### config.mk
export PLATFORM = sky130hd
export DESIGN_NAME = m_vector_streamer
export DESIGN_NICKNAME = d
export VERILOG_FILES = /design/src/rtl/m_vector_streamer.sv
export SDC_FILE = /design/constraint.sdc
export NUM_CORES = 1
export LEC_CHECK = 0
export CAP_MARGIN = 10
export CORE_MARGIN = 5
export CORE_UTILIZATION = 54
export CTS_CLUSTER_DIAMETER = 50
export DETAILED_ROUTE_END_ITERATION = 10
export GPL_ROUTABILITY_DRIVEN = 0
export PLACE_DENSITY = 0.88
export SLEW_MARGIN = 20
export SYNTH_ARGS = -nofsm -noshare
export SYNTH_HDL_FRONTEND = slang
export SYNTH_SLANG_ARGS = --single-unit
### constraint.sdc
create_clock -name clock -period 2.4 [get_ports clock]
set_clock_uncertainty 0.2 [all_clocks]
set_input_delay 0.48 -clock clock [delete_from_list [all_inputs] [get_ports clock]]
set_output_delay 0.48 -clock clock [all_outputs]
set_load 0.01 [all_outputs]
### src/rtl/m_vector_streamer.sv
// -----------------------------------------------------------------------------
// m_vector_streamer
//
// Purpose: on request, streams a burst of FILTER_LEN elements out of a vector
// memory into a small output FIFO. Element k of a burst is read from row
// ROW_OFFSET + layer + k*ROW_STRIDE of the current column. After every burst
// the position counters advance (layer -> minor -> major), so repeated bursts
// sweep every layer of every column. Read issue is throttled so that FIFO
// occupancy plus reads still in flight never exceeds FIFO_DEPTH, which means
// returning data always has a free slot.
//
// Ports:
//   clock                 rising-edge clock
//   clear                 synchronous active-high reset, highest priority
//   en                    global enable; 0 stalls new address issue
//   vector_element        read data, valid MEM_LATENCY cycles after a strobe
//   vector_memory_address registered read address {row, col}
//   memory_enable         registered read strobe
//   memory_write          tied to 0 (read-only client)
//   m_element_requested   burst start request, honoured in IDLE only
//   m_element_valid       FIFO head valid
//   m_element_ready       consumer accepts the head when valid & ready
//   m_element             FIFO head data (0 while empty)
//   busy                  burst in progress (state != IDLE)
//   burst_done            one-cycle pulse as the burst completes
//   sweep_done            one-cycle pulse when all position counters wrap
// -----------------------------------------------------------------------------
module m_vector_streamer #(
    parameter int DATA_W      = 16,
    parameter int ADDR_W      = 10,
    parameter int FILTER_LEN  = 8,
    parameter int LAYERS      = 4,
    parameter int ROW_OFFSET  = 4,
    parameter int ROW_STRIDE  = 4,
    parameter int MEM_LATENCY = 1,
    parameter int FIFO_DEPTH  = 4
) (
    input  logic              clock,
    input  logic              clear,
    input  logic              en,
    input  logic [DATA_W-1:0] vector_element,
    output logic [ADDR_W-1:0] vector_memory_address,
    output logic              memory_enable,
    output logic              memory_write,
    input  logic              m_element_requested,
    output logic              m_element_valid,
    input  logic              m_element_ready,
    output logic [DATA_W-1:0] m_element,
    output logic              busy,
    output logic              burst_done,
    output logic              sweep_done
);

    localparam int ROW_W   = ADDR_W - 4;
    localparam int LAYER_W = $clog2(LAYERS);
    localparam int IC_W    = $clog2(FILTER_LEN + 1);
    localparam int PTR_W   = $clog2(FIFO_DEPTH);
    localparam int CNT_W   = $clog2(FIFO_DEPTH + 1);
    localparam int CR_W    = CNT_W + 2;

    typedef enum logic [1:0] {
        S_IDLE,
        S_FETCH,
        S_DRAIN
    } state_t;

    state_t             state, state_nxt;
    logic [IC_W-1:0]    issue_cnt;
    logic [LAYER_W-1:0] layer;
    logic [1:0]         minor;
    logic [1:0]         major;

    // Bit 0 is the read strobe itself; bit MEM_LATENCY marks the cycle in
    // which that read's data is on vector_element.
    logic [MEM_LATENCY:0] rd_pipe;

    logic [DATA_W-1:0] fifo_mem [FIFO_DEPTH];
    logic [PTR_W-1:0]  wr_ptr, rd_ptr;
    logic [CNT_W-1:0]  fifo_count;

    logic              issue;
    logic              push, pop;
    logic [CR_W-1:0]   inflight;
    logic [CR_W-1:0]   credit;
    logic [ROW_W-1:0]  row_k;
    logic [3:0]        col;

    assign col  = {major[1], minor[1], major[0], minor[0]};
    assign push = rd_pipe[MEM_LATENCY];
    assign pop  = m_element_valid && m_element_ready;

    assign memory_enable   = rd_pipe[0];
    assign memory_write    = 1'b0;
    assign busy            = (state != S_IDLE);
    assign m_element_valid = (fifo_count != '0);
    assign m_element       = m_element_valid ? fifo_mem[rd_ptr] : '0;

    // Row of the next element to issue; truncation to the row field is the
    // intended wrap behaviour.
    assign row_k = ROW_W'(ROW_OFFSET) + ROW_W'(layer) + ROW_W'(issue_cnt * ROW_STRIDE);

    always_comb begin
        // NOTE: every signal driven here gets a default first so no path
        // leaves it unassigned; otherwise synthesis infers a latch.
        state_nxt  = state;
        issue      = 1'b0;
        burst_done = 1'b0;
        sweep_done = 1'b0;

        inflight = '0;
        for (int i = 0; i <= MEM_LATENCY; i++) begin
            inflight = inflight + CR_W'(rd_pipe[i]);
        end
        // Every issued read owns a FIFO slot from issue until it is popped.
        credit = CR_W'(fifo_count) + inflight;

        case (state)
            S_IDLE: begin
                if (m_element_requested && en) begin
                    state_nxt = S_FETCH;
                end
            end
            S_FETCH: begin
                if (en && (credit < CR_W'(FIFO_DEPTH))) begin
                    issue = 1'b1;
                    if (issue_cnt == IC_W'(FILTER_LEN - 1)) begin
                        state_nxt = S_DRAIN;
                    end
                end
            end
            S_DRAIN: begin
                if (inflight == '0) begin
                    burst_done = 1'b1;
                    state_nxt  = S_IDLE;
                end
            end
            default: state_nxt = S_IDLE;
        endcase

        sweep_done = burst_done && (layer == LAYER_W'(LAYERS - 1)) &&
                     (minor == 2'd3) && (major == 2'd3);
    end

    // NOTE: sequential state uses non-blocking assignments so every flop
    // samples pre-edge values regardless of statement order.
    always_ff @(posedge clock) begin
        if (clear) begin
            state                 <= S_IDLE;
            issue_cnt             <= '0;
            layer                 <= '0;
            minor                 <= '0;
            major                 <= '0;
            rd_pipe               <= '0;
            wr_ptr                <= '0;
            rd_ptr                <= '0;
            fifo_count            <= '0;
            vector_memory_address <= '0;
        end else begin
            state   <= state_nxt;
            rd_pipe <= {rd_pipe[MEM_LATENCY-1:0], issue};

            if (state == S_IDLE) begin
                issue_cnt <= '0;
            end else if (issue) begin
                issue_cnt             <= issue_cnt + IC_W'(1);
                vector_memory_address <= {row_k, col};
            end

            if (push) wr_ptr <= wr_ptr + PTR_W'(1);
            if (pop)  rd_ptr <= rd_ptr + PTR_W'(1);
            fifo_count <= fifo_count + CNT_W'(push) - CNT_W'(pop);

            // Counters wrap naturally at their widths, so a full sweep
            // returns all of them to zero.
            if (burst_done) begin
                layer <= layer + LAYER_W'(1);
                if (layer == LAYER_W'(LAYERS - 1)) begin
                    minor <= minor + 2'd1;
                    if (minor == 2'd3) begin
                        major <= major + 2'd1;
                    end
                end
            end
        end
    end

    // NOTE: FIFO storage has no reset; the pointers and count define which
    // entries are meaningful, and m_element is forced to 0 while empty.
    always_ff @(posedge clock) begin
        if (push) begin
            fifo_mem[wr_ptr] <= vector_element;
        end
    end

endmodule

# After elaboration in Yosys (flattened, before gate mapping)
# Memories as Yosys holds them, arrays and structs flattened. A register that Yosys moved wholly into a read port is not among the register bits.
# Index checks and enable logic that the tools add are counted.
[op_classes] add_sub_neg=12 multipliers=0 div=0 magnitude_cmp=1 n_eq_ne=10 shifts=0 muxes=14 bitwise_logic=1 reduce_logical=15
[op_table] operator="16-bit two-way mux" n=1
[op_table] operator="2-bit two-way mux" n=6
[op_table] operator="2-bit by 1-bit adder with 2-bit output, second input constant" n=5
[op_table] operator="2-bit == test, second input constant" n=4
[op_table] operator="2-bit != test, second input constant" n=4
[op_table] operator="4-bit by 6-bit adder with 6-bit output" n=1
[op_table] operator="1-bit logical AND" n=6
[op_table] operator="1-bit two-way mux" n=6
[op_table] operator="2-bit case mux with 3 select lines" n=1
[op_table] operator="5-bit zero test" n=1
[op_table] operator="3-bit by 2-bit adder with 4-bit output" n=1
[op_table] operator="3-bit by 2-bit adder with 4-bit output, first input constant" n=1
[op_table] operator="4-bit by 1-bit adder with 4-bit output, second input constant" n=1
[op_table] operator="4-bit by 3-bit == test with 1-bit output, second input constant" n=1
[op_table] operator="4-bit by 3-bit less-than comparator with 1-bit output, second input constant" n=1
[op_table] operator="2-bit AND reduction" n=2
[op_table] operator="4-bit AND reduction" n=1
[op_table] operator="3-bit by 1-bit adder with 3-bit output" n=1
[op_table] operator="3-bit AND reduction" n=1
[op_table] operator="3-bit nonzero test" n=1
[op_table] operator="3-bit by 1-bit subtractor with 3-bit output" n=1
[op_table] operator="1-bit by 1-bit adder with 2-bit output" n=1
[op_table] operator="2-bit by 1-bit == test with 1-bit output, second input constant" n=1
[op_table] operator="2-bit zero test" n=1
[op_table] operator="other kinds (3)" n=3
[totals] register_bits=31 latch_bits=0 mem_bits_rw=64 rom_bits=0 in_bits=21 elab_cells=64 mem_count=1
[mem_list] memory="fifo_mem" depth=4 word_bits=16 rd=1 rd_ports_with_merged_regs=1 wr=1 line="77" source="logic [DATA_W-1:0] fifo_mem [FIFO_DEPTH];"

# Longest topological paths before layout
# Gate-level depths: netlist of the first run.
[depth] ltp_word=7 depth_mapped=9 depth_no_buf=9

# Least setup slack after synthesis of the first run
# No wires, ideal clock.
[synth_path] path_kind="register to register" start="register fifo_count[2]" end="register fifo_count[2]" setup_time_ps=128 arrival_time_ps=1907 required_ps=2072 setup_slack_ps=165 stages_incl_launch_ff=10 path_buffers=0 synth_period_minus_slack_ps=2235 path_cell_list="dfxtp_1 > o31ai_1 > inv_1 > ha_1 > inv_1 > ha_1 > fa_1 > xnor2_1 > xnor2_1 > nor2_1"
[synth_via] elab_chain_len=3
[synth_rtl] element="start: declaration" line="79" source="logic [CNT_W-1:0] fifo_count;"
[synth_rtl] element="start signal: assignment" line="171" source="fifo_count <= fifo_count + CNT_W'(push) - CNT_W'(pop);"
[synth_rtl] element="3-bit nonzero test" line="95" source="assign m_element_valid = (fifo_count != '0);"
[synth_rtl] element="1-bit logical AND" line="90" source="assign pop = m_element_valid && m_element_ready;"
[synth_rtl] element="via pop" line="82" source="logic push, pop;"
[synth_rtl] element="3-bit by 1-bit subtractor with 3-bit output" line="171"
# The timed path passes the listed nets, and every way through them passes these cells.
# A chain may end at the register's enable or synchronous reset.

==> results.rst, run 1 <==
.. list-table::
   :header-rows: 1

   * - Metric
     - Value
   * - Worst Setup Path Type
     - flop to primary output
   * - Via count of the first global-routing pass
     - approximately 2600
   * - Number of placed instances with taps included
     - between 400 and 500
   * - Final critical-path setup slack
     - -0.0462 ns
   * - # setup viols final
     - 15
   * - Flip-flop and latch count after synthesis
     - 97
   * - Count of distinct cell types in the synthesized netlist
     - 42
   * - Yosys synthesis warning count
     - 0
   * - Worst slew slack as a fraction of its limit
     - 0.437
   * - VDD IR max
     - roughly 0.00040 V
   * - Via count of the routed design
     - 2605
   * - Overflow left after global routing
     - 0
   * - Portion of the post-synthesis area used by sequential elements
     - 0.643
   * - I/O Buffers
     - 51
   * - Die height
     - 96.2 um
   * - Quantity of hold-fixing buffers added after cts
     - 0
   * - Die area
     - 9260 sq um
   * - IO Count
     - 53
   * - DRC violations left
     - 0
   * - Worst Hold Margin
     - about 0.29 ns
   * - Final standard cell utilization of the core
     - 0.715
   * - Post-Layout Cell Count
     - between 400 and 500
   * - Fraction of final layout cells with drive strength greater than 1
     - 0.274
   * - Final Cycle Share
     - 1.02
   * - Antenna violations before repair
     - 0
   * - Maximum level of the CTS H-tree
     - 3
   * - Vias per std cell
     - between 5 and 6
   * - Max clock buf depth
     - 2
   * - Number of hold violations in the final report
     - 0
   * - Area of the mapped netlist
     - 4020 sq um
   * - Top cells by instance count after synthesis
     - sky130_fd_sc_hd__edfxtp_1, sky130_fd_sc_hd__dfxtp_1, sky130_fd_sc_hd__nor2b_1
   * - Transition at the pin with the smallest max-transition slack
     - 0.844 ns
   * - Starting density of the core
     - 0.554
   * - Max Clock Freq
     - 0.409 GHz
   * - Maximum net fanout on the critical path
     - 5
   * - All-Layer GR Usage
     - 0.185
   * - Critical path data arrival time
     - approximately 1.8 ns
   * - Failing checks
     - negative setup slack
   * - Count of nets left with antenna violations after detail routing
     - 0
   * - First-iteration detailed-routing DRC count
     - about 130
   * - Data required time of the worst path
     - ~1.7 ns
   * - Sequential standard cell area
     - 2590 sq um
   * - Final critical-path required period
     - approximately 2.4 ns
   * - Number of buffers created by CTS
     - 9
   * - Number of inserted diodes
     - 0
   * - Filler cells
     - 460
   * - Number of iterations in the first detailed-routing pass
     - 4
   * - Relative area change from synthesis to final layout
     - 29.2%
   * - Proportion of register bits with asynchronous set or reset after synthesis
     - 0
   * - Top-count cell post-synth
     - sky130_fd_sc_hd__edfxtp_1
   * - Area of the multi-input gates
     - approximately 1400 sq um
   * - Setup TNS
     - -0.459 ns
   * - HPWL after DPL
     - between 5000 and 6000 um
   * - Clock transition time at the flip-flop clock pins of the worst setup and hold paths
     - approximately 0.10 ns
   * - Type of element capturing the critical path
     - primary output
   * - PwrDens
     - 888 nW/um^2
   * - Count of flip-flops with a built-in enable after synthesis
     - between 60 and 70
   * - Mean instance size in the synthesized netlist
     - roughly 14 sq um
   * - Max Transition Viols Final
     - 0
   * - Max capacitance violation total
     - 0
   * - Clock network latency to the later pin of the worst-skew pair
     - ~0.34 ns
   * - Clock net sink count
     - 97
   * - Main synth FF type
     - sky130_fd_sc_hd__edfxtp_1
   * - Clock Tree Root
     - sky130_fd_sc_hd__clkbuf_8
   * - Leakage power summed over all cells
     - roughly 1.9 nW
   * - Wire length of the first global-routing pass
     - around 13000 um
   * - CTS tree
     - done
   * - Type of element launching the critical path
     - flop
   * - Average routed wire per standard cell
     - roughly 18 um
   * - Syn_nets
     - ~320
   * - Core area
     - 7250 sq um
   * - Portion of synthesized cell area occupied by the leading cell type
     - 0.479
   * - Post-synthesis instance total
     - between 200 and 300
   * - Die width
     - slightly below 100 um
   * - Hold Path Class
     - flop to flop
   * - Final #Nets
     - just under 400
   * - Top cells by area in the synthesized netlist
     - sky130_fd_sc_hd__edfxtp_1, sky130_fd_sc_hd__dfxtp_1, sky130_fd_sc_hd__mux4_2
   * - Pre-CTS setup slack
     - -0.244 ns
   * - Largest net degree at the start of global routing
     - 27
   * - Standard-cell rows
     - 31
   * - Result of the run
     - finished with violations
   * - Cell type contributing the most total cell area after synthesis
     - sky130_fd_sc_hd__edfxtp_1
   * - Unrepaired setup endpoints after global routing
     - yes
   * - Routed wire length
     - about 8400 um
==> state kept, by name, indices dropped and copies added (netlist names), named ones only <==
name,count
fifo_count,3
rd_ptr,2
issue_cnt,4
layer,2
fifo_mem,64
vector_memory_address,10
major,2
minor,2
rd_pipe,2
wr_ptr,2
state,2
==> critical path: stages, from the launching register on <==
cell and delay, ns:
sky130_fd_sc_hd__dfxtp_4 0.41, sky130_fd_sc_hd__buf_12 0.13, sky130_fd_sc_hd__buf_4 0.11, sky130_fd_sc_hd__mux4_2 0.48
sky130_fd_sc_hd__nor2b_1 0.15, sky130_fd_sc_hd__buf_2 0.15
==> per-stage QoR <==
stage	total power [mW]	instance area [sq um]
6_report	4.61	5190
5_1_grt	4.82	5190
4_1_cts	4.40	5060
3_5_place_dp	3.20	4770
3_3_place_gp	3.15	4770
2_1_floorplan	2.55	4020
==> what timing repair did <==
action / in CTS / in global routing
gates resized for setup: 77 / 25
pin swaps: 1 / 1
endpoints found under the setup margin: 19 / 17
buffers inserted: 11 / 4
cloned: 1 / 0
==> power breakdown <==
group	switching, mW	total [mW]	internal (mW)
clock network	0.580	1.08	0.502
registers	0.0439	1.88	1.83
logic	0.714	1.65	0.933
==> cell type report <==
cell class                      instances  area share
Clock buffer                            9      0.0239
Sequential cell                        97       0.499
Inverter                               12     0.00868
Timing Repair Buffer                   87       0.163
Clock inverter                          7      0.0162
Tap cell                               99      0.0239
Multi-Input combinational cell        156       0.266
==> cells in the final DEF (no fill, tap or decap), types with 10 or more instances in the layout <==
cell	instances
sky130_fd_sc_hd__a21oi_1	11
sky130_fd_sc_hd__buf_2	11
sky130_fd_sc_hd__buf_4	23
sky130_fd_sc_hd__buf_6	13
sky130_fd_sc_hd__clkdlybuf4s50_1	32
sky130_fd_sc_hd__dfxtp_1	31
sky130_fd_sc_hd__edfxtp_1	64
sky130_fd_sc_hd__ha_1	13
sky130_fd_sc_hd__inv_1	12
sky130_fd_sc_hd__mux4_2	16
sky130_fd_sc_hd__nand4_1	10
sky130_fd_sc_hd__nor2_1	11
sky130_fd_sc_hd__nor2b_1	15
==> final timing paths <==
check	from	to	slack, ns	cells past startpoint
setup / recovery	flop	m_element[4]	-0.05	5
hold / removal	vector_memory_address[6]	vector_memory_address[6]	0.29	2
setup reg to reg	fifo_count[0]	fifo_count[2]	0.19	9
hold reg to reg	vector_memory_address[6]	vector_memory_address[6]	0.29	2
==> cells by family after synthesis <==
group	count (synthesis)	share of synthesized area
flops	97	0.643
simple gates	79	0.113
compound gates	36	0.0561
buf+inv	29	0.0296
mux	17	0.0922
fa+ha+maj	14	0.0455
xor+xnor	9	0.0196
other cells	1	0.000934
==> routing by layer <==
layer	vias up	routed length, um	GRT usage
met5	-	0	0
met4	0	97	0.0498
met3	8	378	0.0414
met2	78	4410	0.333
met1	1310	3460	0.224
li1	1209	-	-
No activity file was read; power rests on OpenSTA's default activity.
==> inputs of run 2 (changes only) <==
- MAX_ROUTING_LAYER: default -> met4
==> results.rst, run 2 (synthesis results as in run 1) <==
.. list-table::
   :header-rows: 1

   * - Metric
     - Value
   * - Transition at the pin with the smallest max-transition slack
     - 0.831 ns (-0.0127 ns)
   * - Final #Nets
     - 398 (unchanged)
   * - Number of iterations in the first detailed-routing pass
     - 4 (unchanged)
   * - Combinational group share of total power
     - 0.357 (about the same)
   * - Most frequent cells in the layout
     - sky130_fd_sc_hd__edfxtp_1, sky130_fd_sc_hd__clkdlybuf4s50_1, sky130_fd_sc_hd__dfxtp_1
   * - Register with the most flip-flops
     - fifo_mem
   * - Crit path buf inv count
     - 3 (unchanged)
   * - Vias per std cell
     - 5.60 (+0.35%)
   * - Worst hold path startpoint
     - rd_pipe[0]
   * - Max clock buf depth
     - 2 (unchanged)
   * - Relative contribution of sequential cells to total power
     - 0.407 (about the same)
   * - Finished layout cell area
     - 5190 sq um (unchanged)
   * - Final critical-path required period
     - 2.45 ns (+0.00191 ns)
   * - Starting density of the core
     - 0.554 (unchanged)
   * - Via count of the first global-routing pass
     - 2613 (-0.65%)
   * - Worst Setup Path Type
     - flop to primary output
   * - Core area
     - 7250 sq um (unchanged)
   * - Standard-cell rows
     - 31 (unchanged)
   * - Average routed wire per standard cell
     - 18.1 um (+1.2%)
   * - PwrDens
     - 889 nW/um^2 (+0.11%)
   * - Max capacitance violation total
     - 0 (unchanged)
   * - Max Transition Viols Final
     - 0 (unchanged)
   * - Worst slew slack as a fraction of its limit
     - 0.446 (+0.00848)
   * - Clock network latency to the later pin of the worst-skew pair
     - 0.34 ns (about the same)
   * - Placement Cell Area
     - 4770 sq um (unchanged)
   * - Post-Layout Cell Count
     - 467 (unchanged)
   * - Pre-CTS setup slack
     - -0.244 ns (unchanged)
   * - Antenna violations before repair
     - 0 (unchanged)
   * - Min-Delay Path Depth
     - 2 (unchanged)
   * - # setup viols final
     - 15 (unchanged)
   * - CTS tree
     - done
   * - Type of element launching the critical path
     - flop
   * - IO Count
     - 53 (unchanged)
   * - Die width
     - 96.2 um (unchanged)
   * - Number of hold violations in the final report
     - 0 (unchanged)
   * - Leakage power summed over all cells
     - 1.88 nW (about the same)
   * - Failing checks
     - negative setup slack
   * - R2R Setup Slk
     - 0.19 ns (about the same)
   * - Critical path data arrival time
     - 1.77 ns (about the same)
   * - Unrepaired setup endpoints after global routing
     - yes
   * - Filler cells
     - 460 (unchanged)
   * - CP top delay family
     - multiplexers
   * - Cell with the biggest individual delay on the critical path
     - sky130_fd_sc_hd__mux4_2
   * - Number of placed instances with taps included
     - 435 (unchanged)
   * - Die area
     - 9260 sq um (unchanged)
   * - Cell internal power dissipation
     - 3.27 mW (about the same)
   * - Relative area change from synthesis to final layout
     - 29.2% (unchanged)
   * - Wire length of the first global-routing pass
     - 12800 um (+0.38%)
   * - Cells along the critical path
     - buf_12 > buf_4 > mux4_2 > nor2b_1 > buf_2
   * - Final critical-path setup slack
     - -0.0481 ns (-0.00191 ns)
   * - Largest net degree at the start of global routing
     - 27 (unchanged)
   * - Clock Tree Root
     - sky130_fd_sc_hd__clkbuf_8
   * - Final Cycle Share
     - 1.02 (about the same)
   * - Switching power summed over all nets
     - 1.34 mW (+0.37%)
   * - Net switching share of the total power
     - 0.291 (+0.000756)
   * - All-Layer GR Usage
     - 0.191 (+0.00574)
   * - Clock Power Share
     - 0.236 (about the same)
   * - Result of the run
     - finished with violations
   * - Type of element capturing the critical path
     - primary output
   * - HPWL after DPL
     - 5400 um (unchanged)
   * - Die height
     - 96.2 um (unchanged)
   * - Data required time of the worst path
     - 1.72 ns (about the same)
   * - Hold Path Sink
     - rd_pipe[1]
   * - Worst flop-to-flop path endpoint
     - fifo_count[2]
   * - Clock net sink count
     - 97 (unchanged)
   * - Max FFs per register
     - 64 (unchanged)
   * - First-iteration detailed-routing DRC count
     - 157 (+18%)
   * - Setup TNS
     - -0.479 ns (-0.0200 ns)
   * - Final standard cell utilization of the core
     - 0.715 (unchanged)
   * - Hold Path Class
     - flop to flop
   * - Critical Path Max Stage Delay
     - 0.48 ns (about the same)
   * - Fraction of final layout cells with drive strength greater than 1
     - 0.274 (unchanged)
   * - Number of inserted diodes
     - 0 (unchanged)
   * - Clock transition time at the flip-flop clock pins of the worst setup and hold paths
     - 0.10 ns (about the same)
   * - Overflow left after global routing
     - 0 (unchanged)
   * - Most frequent standard cell in the layout excluding fill and tap cells
     - sky130_fd_sc_hd__edfxtp_1
   * - Maximum net fanout on the critical path
     - 5 (unchanged)
   * - Largest registers in the final layout
     - fifo_mem: 64 flops, vector_memory_address: 10 flops, issue_cnt: 4 flops
   * - Via count of the routed design
     - 2614 (+0.35%)
   * - I/O Buffers
     - 51 (unchanged)
   * - Routed wire length
     - 8460 um (+1.2%)
   * - Worst Reg-to-Reg Cells
     - 9 (unchanged)
   * - VDD IR max
     - 0.000406 V (+0.44%)
   * - Total Power Consumption
     - 4.61 mW (+0.11%)
   * - Start of the worst register-to-register path
     - fifo_count[0]
   * - Worst Hold Margin
     - 0.286 ns (-0.00160 ns)
   * - DRC violations left
     - 0 (unchanged)
   * - Maximum level of the CTS H-tree
     - 3 (unchanged)
   * - Quantity of hold-fixing buffers added after cts
     - 0 (unchanged)
   * - Max Clock Freq
     - 0.408 GHz (about the same)
   * - Number of buffers created by CTS
     - 9 (unchanged)
   * - Count of nets left with antenna violations after detail routing
     - 0 (unchanged)
run 2: metal layers:
layer,global-route usage,vias to the layer above,share of wire
met4,0.0604,0,0.013
met5,-,-,0
li1,-,1209,-
met2,0.333,89,0.52
met3,0.0305,12,0.043
met1,0.227,1304,0.42
run 2: worst max-delay path by stage:
stage                          startpoint            end  slack [ns]  cells after the start
after floorplan             fifo_count[2]  fifo_count[2]        0.17                      9
after global placement    m_element_ready  fifo_count[2]       -0.19                     10
after detailed placement  m_element_ready  fifo_count[2]       -0.24                     10
after CTS                            flop  m_element[13]       -0.06                      5
after global routing                 flop   m_element[4]       -0.11                      5
final                                flop   m_element[4]       -0.05                      5
run 2: worst reg2reg max path: cells and delay by family, from the launching register on:
family | cells | cell delay [ns]
simple gates | 1 | 0.05
compound gates | 1 | 0.27
flops | 1 | 0.33
xor+xnor | 2 | 0.32
fa+ha+maj | 3 | 0.83
buf+inv | 2 | 0.11
run 2: cell type report:
class / instances / area [sq um] / area share
repair buffers: 87 / 843 / 0.163
clock buffers: 9 / 124 / 0.0239
well taps: 99 / 124 / 0.0239
clock inverters: 7 / 83.8 / 0.0162
inverters: 12 / 45.0 / 0.00868
flip-flops and latches: 97 / 2590 / 0.499
multi-input cells: 156 / 1380 / 0.266
run 2: repair_timing:
item | CTS | global route
endpoints found under the setup margin | 19 | 17
gates cloned | 1 | 0
gates resized for setup | 77 | 25
buffers inserted | 11 | 4
endpoints found under the hold margin | 0 | 0
pin swaps | 1 | 0
run 2: power by group through the flow:
stage | registers, mW | logic (mW) | clock network [mW]
after detailed placement | 1.90 | 1.31 | 0
final | 1.88 | 1.65 | 1.09
after global placement | 1.89 | 1.26 | 0
after global routing | 1.88 | 1.75 | 1.19
after CTS | 1.87 | 1.43 | 1.09
after floorplan | 1.90 | 0.651 | 0
==> patch 1 (config.mk and constraints of run 2) <==
`FILTER_LEN`: 8 -> 4.
--- a/src/rtl/m_vector_streamer.sv
+++ b/src/rtl/m_vector_streamer.sv
@@ -30,3 +30,3 @@
     parameter int ADDR_W      = 10,
-    parameter int FILTER_LEN  = 8,
+    parameter int FILTER_LEN  = 4,
     parameter int LAYERS      = 4,
Function: changed (a bounded check fails within 10 cycles, from zero or initial values).
==> patch 1 against run 2 <==
The run still ends with setup timing left; critical path type unchanged; sequential cell count down 1; wire length down 8.9%; total power down 0.11%; count of clock-buffer cells in the layout up 1; highest routed layer unchanged; sequential share of layout area up 1.2 points; core utilization is 2.2 points lower; synthesized area fell by 0.34%; hold slack lost 11 ps; clock power is 9.9% lower; register-to-register slack worse by 50 ps; setup slack better by 29 ps; critical endpoint is now m_element[8]; via count down 7.3%; largest power group unchanged; critical path depth unchanged; largest cell class unchanged; final area is 3.1% lower.
==> patch 1: results (changes against run 2) <==
The count of yosys warnings during synthesis came out at 0 (unchanged). The worst setup slack after placement is -302 ps (-57.7 ps). The number of gates resized after cts came out at 74 (-3.9%).

The final critical-path setup slack came out at -19.0 ps (+29.1 ps). The post-route non-filler standard cell count came out at 449 (-3.9%). The DRC violation total after the first TritonRoute iteration came to 84 (-46%). The first-pass GRT wire length is 12200 um (-5.0%). The filler cell count is 491 (+6.7%). The register-to-register setup slack came to 140 ps (-50 ps). By area the synthesized netlist is led by edfxtp_1 (48%), dfxtp_1 (16%), mux4_2 (9.0%). The net switching component of the power came out at 0.00142 W (+5.6%). The run finished, with violations left. In the final layout, the registers with the most flip-flops are fifo_mem x64, vector_memory_address x10. The HPWL reported at the end of detailed placement came to 4860 um (-10%).

The parity-gate share of the synthesized area counting xor and xnor cells is 1.31% (-0.65 points). The static power due to leakage is 1.79 nW (-4.7%). The worst-case hold slack came out at 275 ps (-11.4 ps). The highest ir drop seen on vdd was 382 uV (-6.0%). The start point of the worst hold path is vector_memory_address[7]. The share of the synthesized area in compound gates (AO/OA/AOI/OAI) is 5.22% (-0.39 points).

The clock latency on the worst-skew pair came out at 360 ps (+20 ps). The instance area after placement came out at 0.00469 mm2 (-1.7%). The arrival time at the worst endpoint was 1740 ps (-30 ps). The share of layout cells above drive strength 1 came out at 28.3% (+0.84 points). The largest net degree at the start of global routing came out at 18 (-33%). The number of cells on the worst reg-to-reg path came out at 10 (+1). The total routing resource utilization after global routing came out at 18.3% (-0.86 points). The area share of fa/ha/maj cells after synthesis is 4.88% (+0.33 points). The via count is 2422 (-7.3%).

The number of different library cells in the post-synthesis netlist is 44 (+4.8%). The mean instance size in the synthesized netlist came out at 14.8 um2 (+3.7%). The via count of the first global-routing pass is 2515 (-3.8%). The setup TNS after final layout came out at -33.0 ps (+445 ps). The number of cells in the design after placement is 422 (-3.0%).

The share of cell area taken by muxes after synthesis is 9.50% (+0.28 points). The start of the worst register-to-register path is fifo_count[2]. The net total in the final layout came out at 381 (-4.3%). The sequential-to-total area share from yosys stat is 64.0% (-0.28 points). The checks that failed: setup timing. The count of final setup violators came out at 3 (-12). The top fanout value on the critical path was 8 (+3).

The post-synthesis net count is 307 (-3.2%). The actual transition at the worst max-transition pin is 798 ps (-32.7 ps).
[patch 1: changes by cell type after synthesis, moves of 3 or more]
cell / before / now
a31oi_1: 4 / 1
buf_6: 0 / 3
clkbuf_1: 10 / 4
nand2_1: 9 / 6
o21ai_0: 7 / 2
o21ai_1: 0 / 5
o31ai_1: 7 / 1
o31ai_2: 0 / 6
xnor2_1: 5 / 2
[patch 1: area by class of cell]
class | instances | area (um2) | share of cell area [%]
sequential | 96 | 2570 | 51.1
clock buffer | 10 | 128 | 2.54
timing repair buffer | 78 | 737 | 14.7
clock inverter | 6 | 53.8 | 1.07
multi-input combinational | 148 | 1370 | 27.3
tap | 99 | 124 | 2.46
inverter | 12 | 45.0 | 0.896
[patch 1: worst max path at each step]
stage / endpoint / slack [ps] / cells after the start
after floorplan: fifo_count[2] / 120 / 10
after global placement: fifo_count[2] / -210 / 11
after detailed placement: fifo_count[2] / -300 / 11
after CTS: m_element[14] / -140 / 6
after global routing: m_element[8] / -80 / 5
final: m_element[8] / -20 / 5
[patch 1: per-layer routing]
metal	vias to the layer above	GRT usage, %	wire, um
met5	-	-	0
met4	0	5.21	84
met3	9	5.16	369
met2	64	30.0	3960
met1	1196	22.1	3280
li1	1153	-	-
[patch 1: critical path: cells and delay by family, from the launching register on]
kind | cells | cell delay [ps]
muxes | 1 | 490
DFF | 1 | 380
and+or+nand+nor | 1 | 150
buffers and inverters | 3 | 350
[patch 1: power by group through the flow]
stage               clock network, W  logic, W  registers [W]
finish                      0.000982   0.00175        0.00187
global route                 0.00108   0.00189        0.00188
CTS                          0.00100   0.00161        0.00186
detailed placement                 0   0.00142        0.00189
global placement                   0   0.00139        0.00189
floorplan                          0  0.000775        0.00191
==> patch 2 (settings of run 2) <==
Made on the original files. Compare `issue_cnt` against `IC_W'(FILTER_LEN - 1)` with >= in place of ==.
--- a/src/rtl/m_vector_streamer.sv
+++ b/src/rtl/m_vector_streamer.sv
@@ -125,3 +125,3 @@
                     issue = 1'b1;
-                    if (issue_cnt == IC_W'(FILTER_LEN - 1)) begin
+                    if (issue_cnt >= IC_W'(FILTER_LEN - 1)) begin
                         state_nxt = S_DRAIN;
Formal check against the unedited RTL: no difference found for any inputs over 10 cycles, from zero or initial values; that may be too few to reach the edited logic, so the function may still have changed.
==> patch 2 against run 2 <==
The flow still finishes with violations (setup timing); total power shrank 3.4%; global-route usage barely moved; wire length fell by 0.15%; synthesized area about the same; sequential cell count unchanged; cell count down 1.1%; largest power group unchanged; setup slack got worse by 15 ps; final area is 1.3% lower.
==> patch 2: results (changes against run 2) <==
In the post-synthesis netlist, the biggest area contributors are edfxtp_1 (48%), dfxtp_1 (16%), mux4_2 (9.0%). The number of gates resized after cts is 76 (-1.3%). On the worst path, the slowest cell contributes a delay of approximately 490 ps. The worst setup slack after placement came out at -250 ps (-6.17 ps). The count of yosys warnings during synthesis is 0 (unchanged). The CTS buffer count came to 9 (unchanged). The clock-pin slew on the worst setup and hold paths is 100 ps (about the same).

The via count came to 2557 (-2.2%). The number of flops mapped to enable cells by yosys came out at 64 (unchanged). The ratio of routed vias to standard cells is 5.53 (-1.1%). The arrival time at the worst endpoint is 1780 ps. The highest ir drop seen on vdd came out at 428 uV (+5.5%). The met1 usage in global routing came out at 24.1% (+1.4 points).

The HPWL reported at the end of detailed placement was 5220 um (-3.3%). By instance count, the leading cell after synthesis is edfxtp_1. The count of input and output buffers is 51 (unchanged). The final reports fail on setup timing.

By count the netlist is led by edfxtp_1 (64), dfxtp_1 (33), nor2b_1 (20). The number of different library cells in the post-synthesis netlist was 42 (unchanged). The initial antenna violation count is 0 (unchanged).

The top fanout value on the critical path came out at 7 (+2). The relative max-transition margin is 44.4% (-0.24 points). The largest registers in the layout are fifo_mem x64, vector_memory_address x10, issue_cnt x4.

The synthesized netlist cell count came out at 281 (-0.35%). The number of cells in the design after placement is 432 (-0.69%). The fraction of met2 tracks used by global routing was 31.6% (-1.7 points). The proportion of register bits with asynchronous set or reset after synthesis is 0% (unchanged). The post-synthesis net count is 316 (-0.32%). In this run the worst hold path is classified as reg2reg.

The root buffer selected by CTS is clkbuf_8. The run finished, with violations left. The net total in the final layout came out at 393 (-1.3%). The average detailed-routed wire length per instance came out at 18.3 um (+0.93%).

The static power due to leakage came to 1.83 nW (-2.9%). The largest net degree at the start of global routing is 19 (-30%). The clock latency on the worst-skew pair was 360 ps (+20 ps). The kind of cell with the highest combined delay along the critical path is multiplexers. The sequential-to-total area share from yosys stat was 64.3% (about the same). The total routing resource utilization after global routing is 19.2% (+0.045 points). The first-pass GRT wire length is 12800 um (about the same). The number of detailed-routing iterations run before antenna repair came out at 4 (unchanged).

The setup fix buffers added after clock tree synthesis is 11 (unchanged). The final antenna diode count came out at 0 (unchanged). On the critical path, the stage with the largest delay is an instance of mux4_2. The share of layout cells above drive strength 1 came out at 27.3% (-0.17 points). The largest buffer count on any clock path came out at 2 (unchanged).

The count of final setup violators is 12 (-3). The deepest level of the CTS H-tree came to 3 (unchanged). The final critical-path setup slack came out at -62.9 ps (-14.8 ps).

The DRC violation total after the first TritonRoute iteration came out at 103 (-34%). The global routing usage on met3 is 2.50% (-0.55 points). The proportion of netlist area held by the largest area contributor came out at 47.9% (about the same).
## patch 2: layer usage
| metal | up-vias | part of all wire [%] |
|---|---|---|
| met2 | 69 | 51 |
| met4 | 0 | 1.4 |
| met3 | 13 | 3.6 |
| met1 | 1273 | 44 |
| li1 | 1202 | - |
| met5 | - | 0 |
## patch 2: final timing paths
kind / startpoint / endpoint / slack, ps / cells after the start
setup / recovery: flip-flop / m_element[3] / -60 / 5
hold / removal: vector_memory_address[2] / vector_memory_address[2] / 280 / 2
setup reg to reg: fifo_count[1] / fifo_count[2] / 170 / 9
hold reg to reg: vector_memory_address[2] / vector_memory_address[2] / 280 / 2
## patch 2: cell type report
| type | instances | area, um2 |
|---|---|---|
| Tap cell | 99 | 124 |
| Timing Repair Buffer | 84 | 803 |
| Clock inverter | 7 | 60.1 |
| Clock buffer | 9 | 124 |
| Inverter | 12 | 45.0 |
| Fill cell | 467 | 2130 |
| Sequential cell | 97 | 2590 |
| Multi-Input combinational cell | 154 | 1380 |
## patch 2: through the flow
step                      setup TNS, ps  cell area (um2)  total power (W)
after floorplan                       0             4020          0.00255
after global placement             -170             4760          0.00315
after detailed placement           -283             4760          0.00320
after CTS                          -992             5030          0.00431
after global routing               -899             5120          0.00467
final                              -149             5120          0.00445
## patch 2: logic make-up after synthesis
logic type / after synthesis / synth area share, %
flops: 97 / 64.3
simple gates: 74 / 10.7
compound gates: 39 / 6.17
buf+inv: 30 / 2.96
mux: 17 / 9.22
fa+ha+maj: 14 / 4.55
xor+xnor: 9 / 1.96
other cells: 1 / 0.0934
## patch 2: power by group
part	leakage [nW]	switching (W)	internal, W
Clock	0.0916	0.000605	0.000397
Combinational	0.892	0.000687	0.000880
Sequential	0.844	0.0000502	0.00183
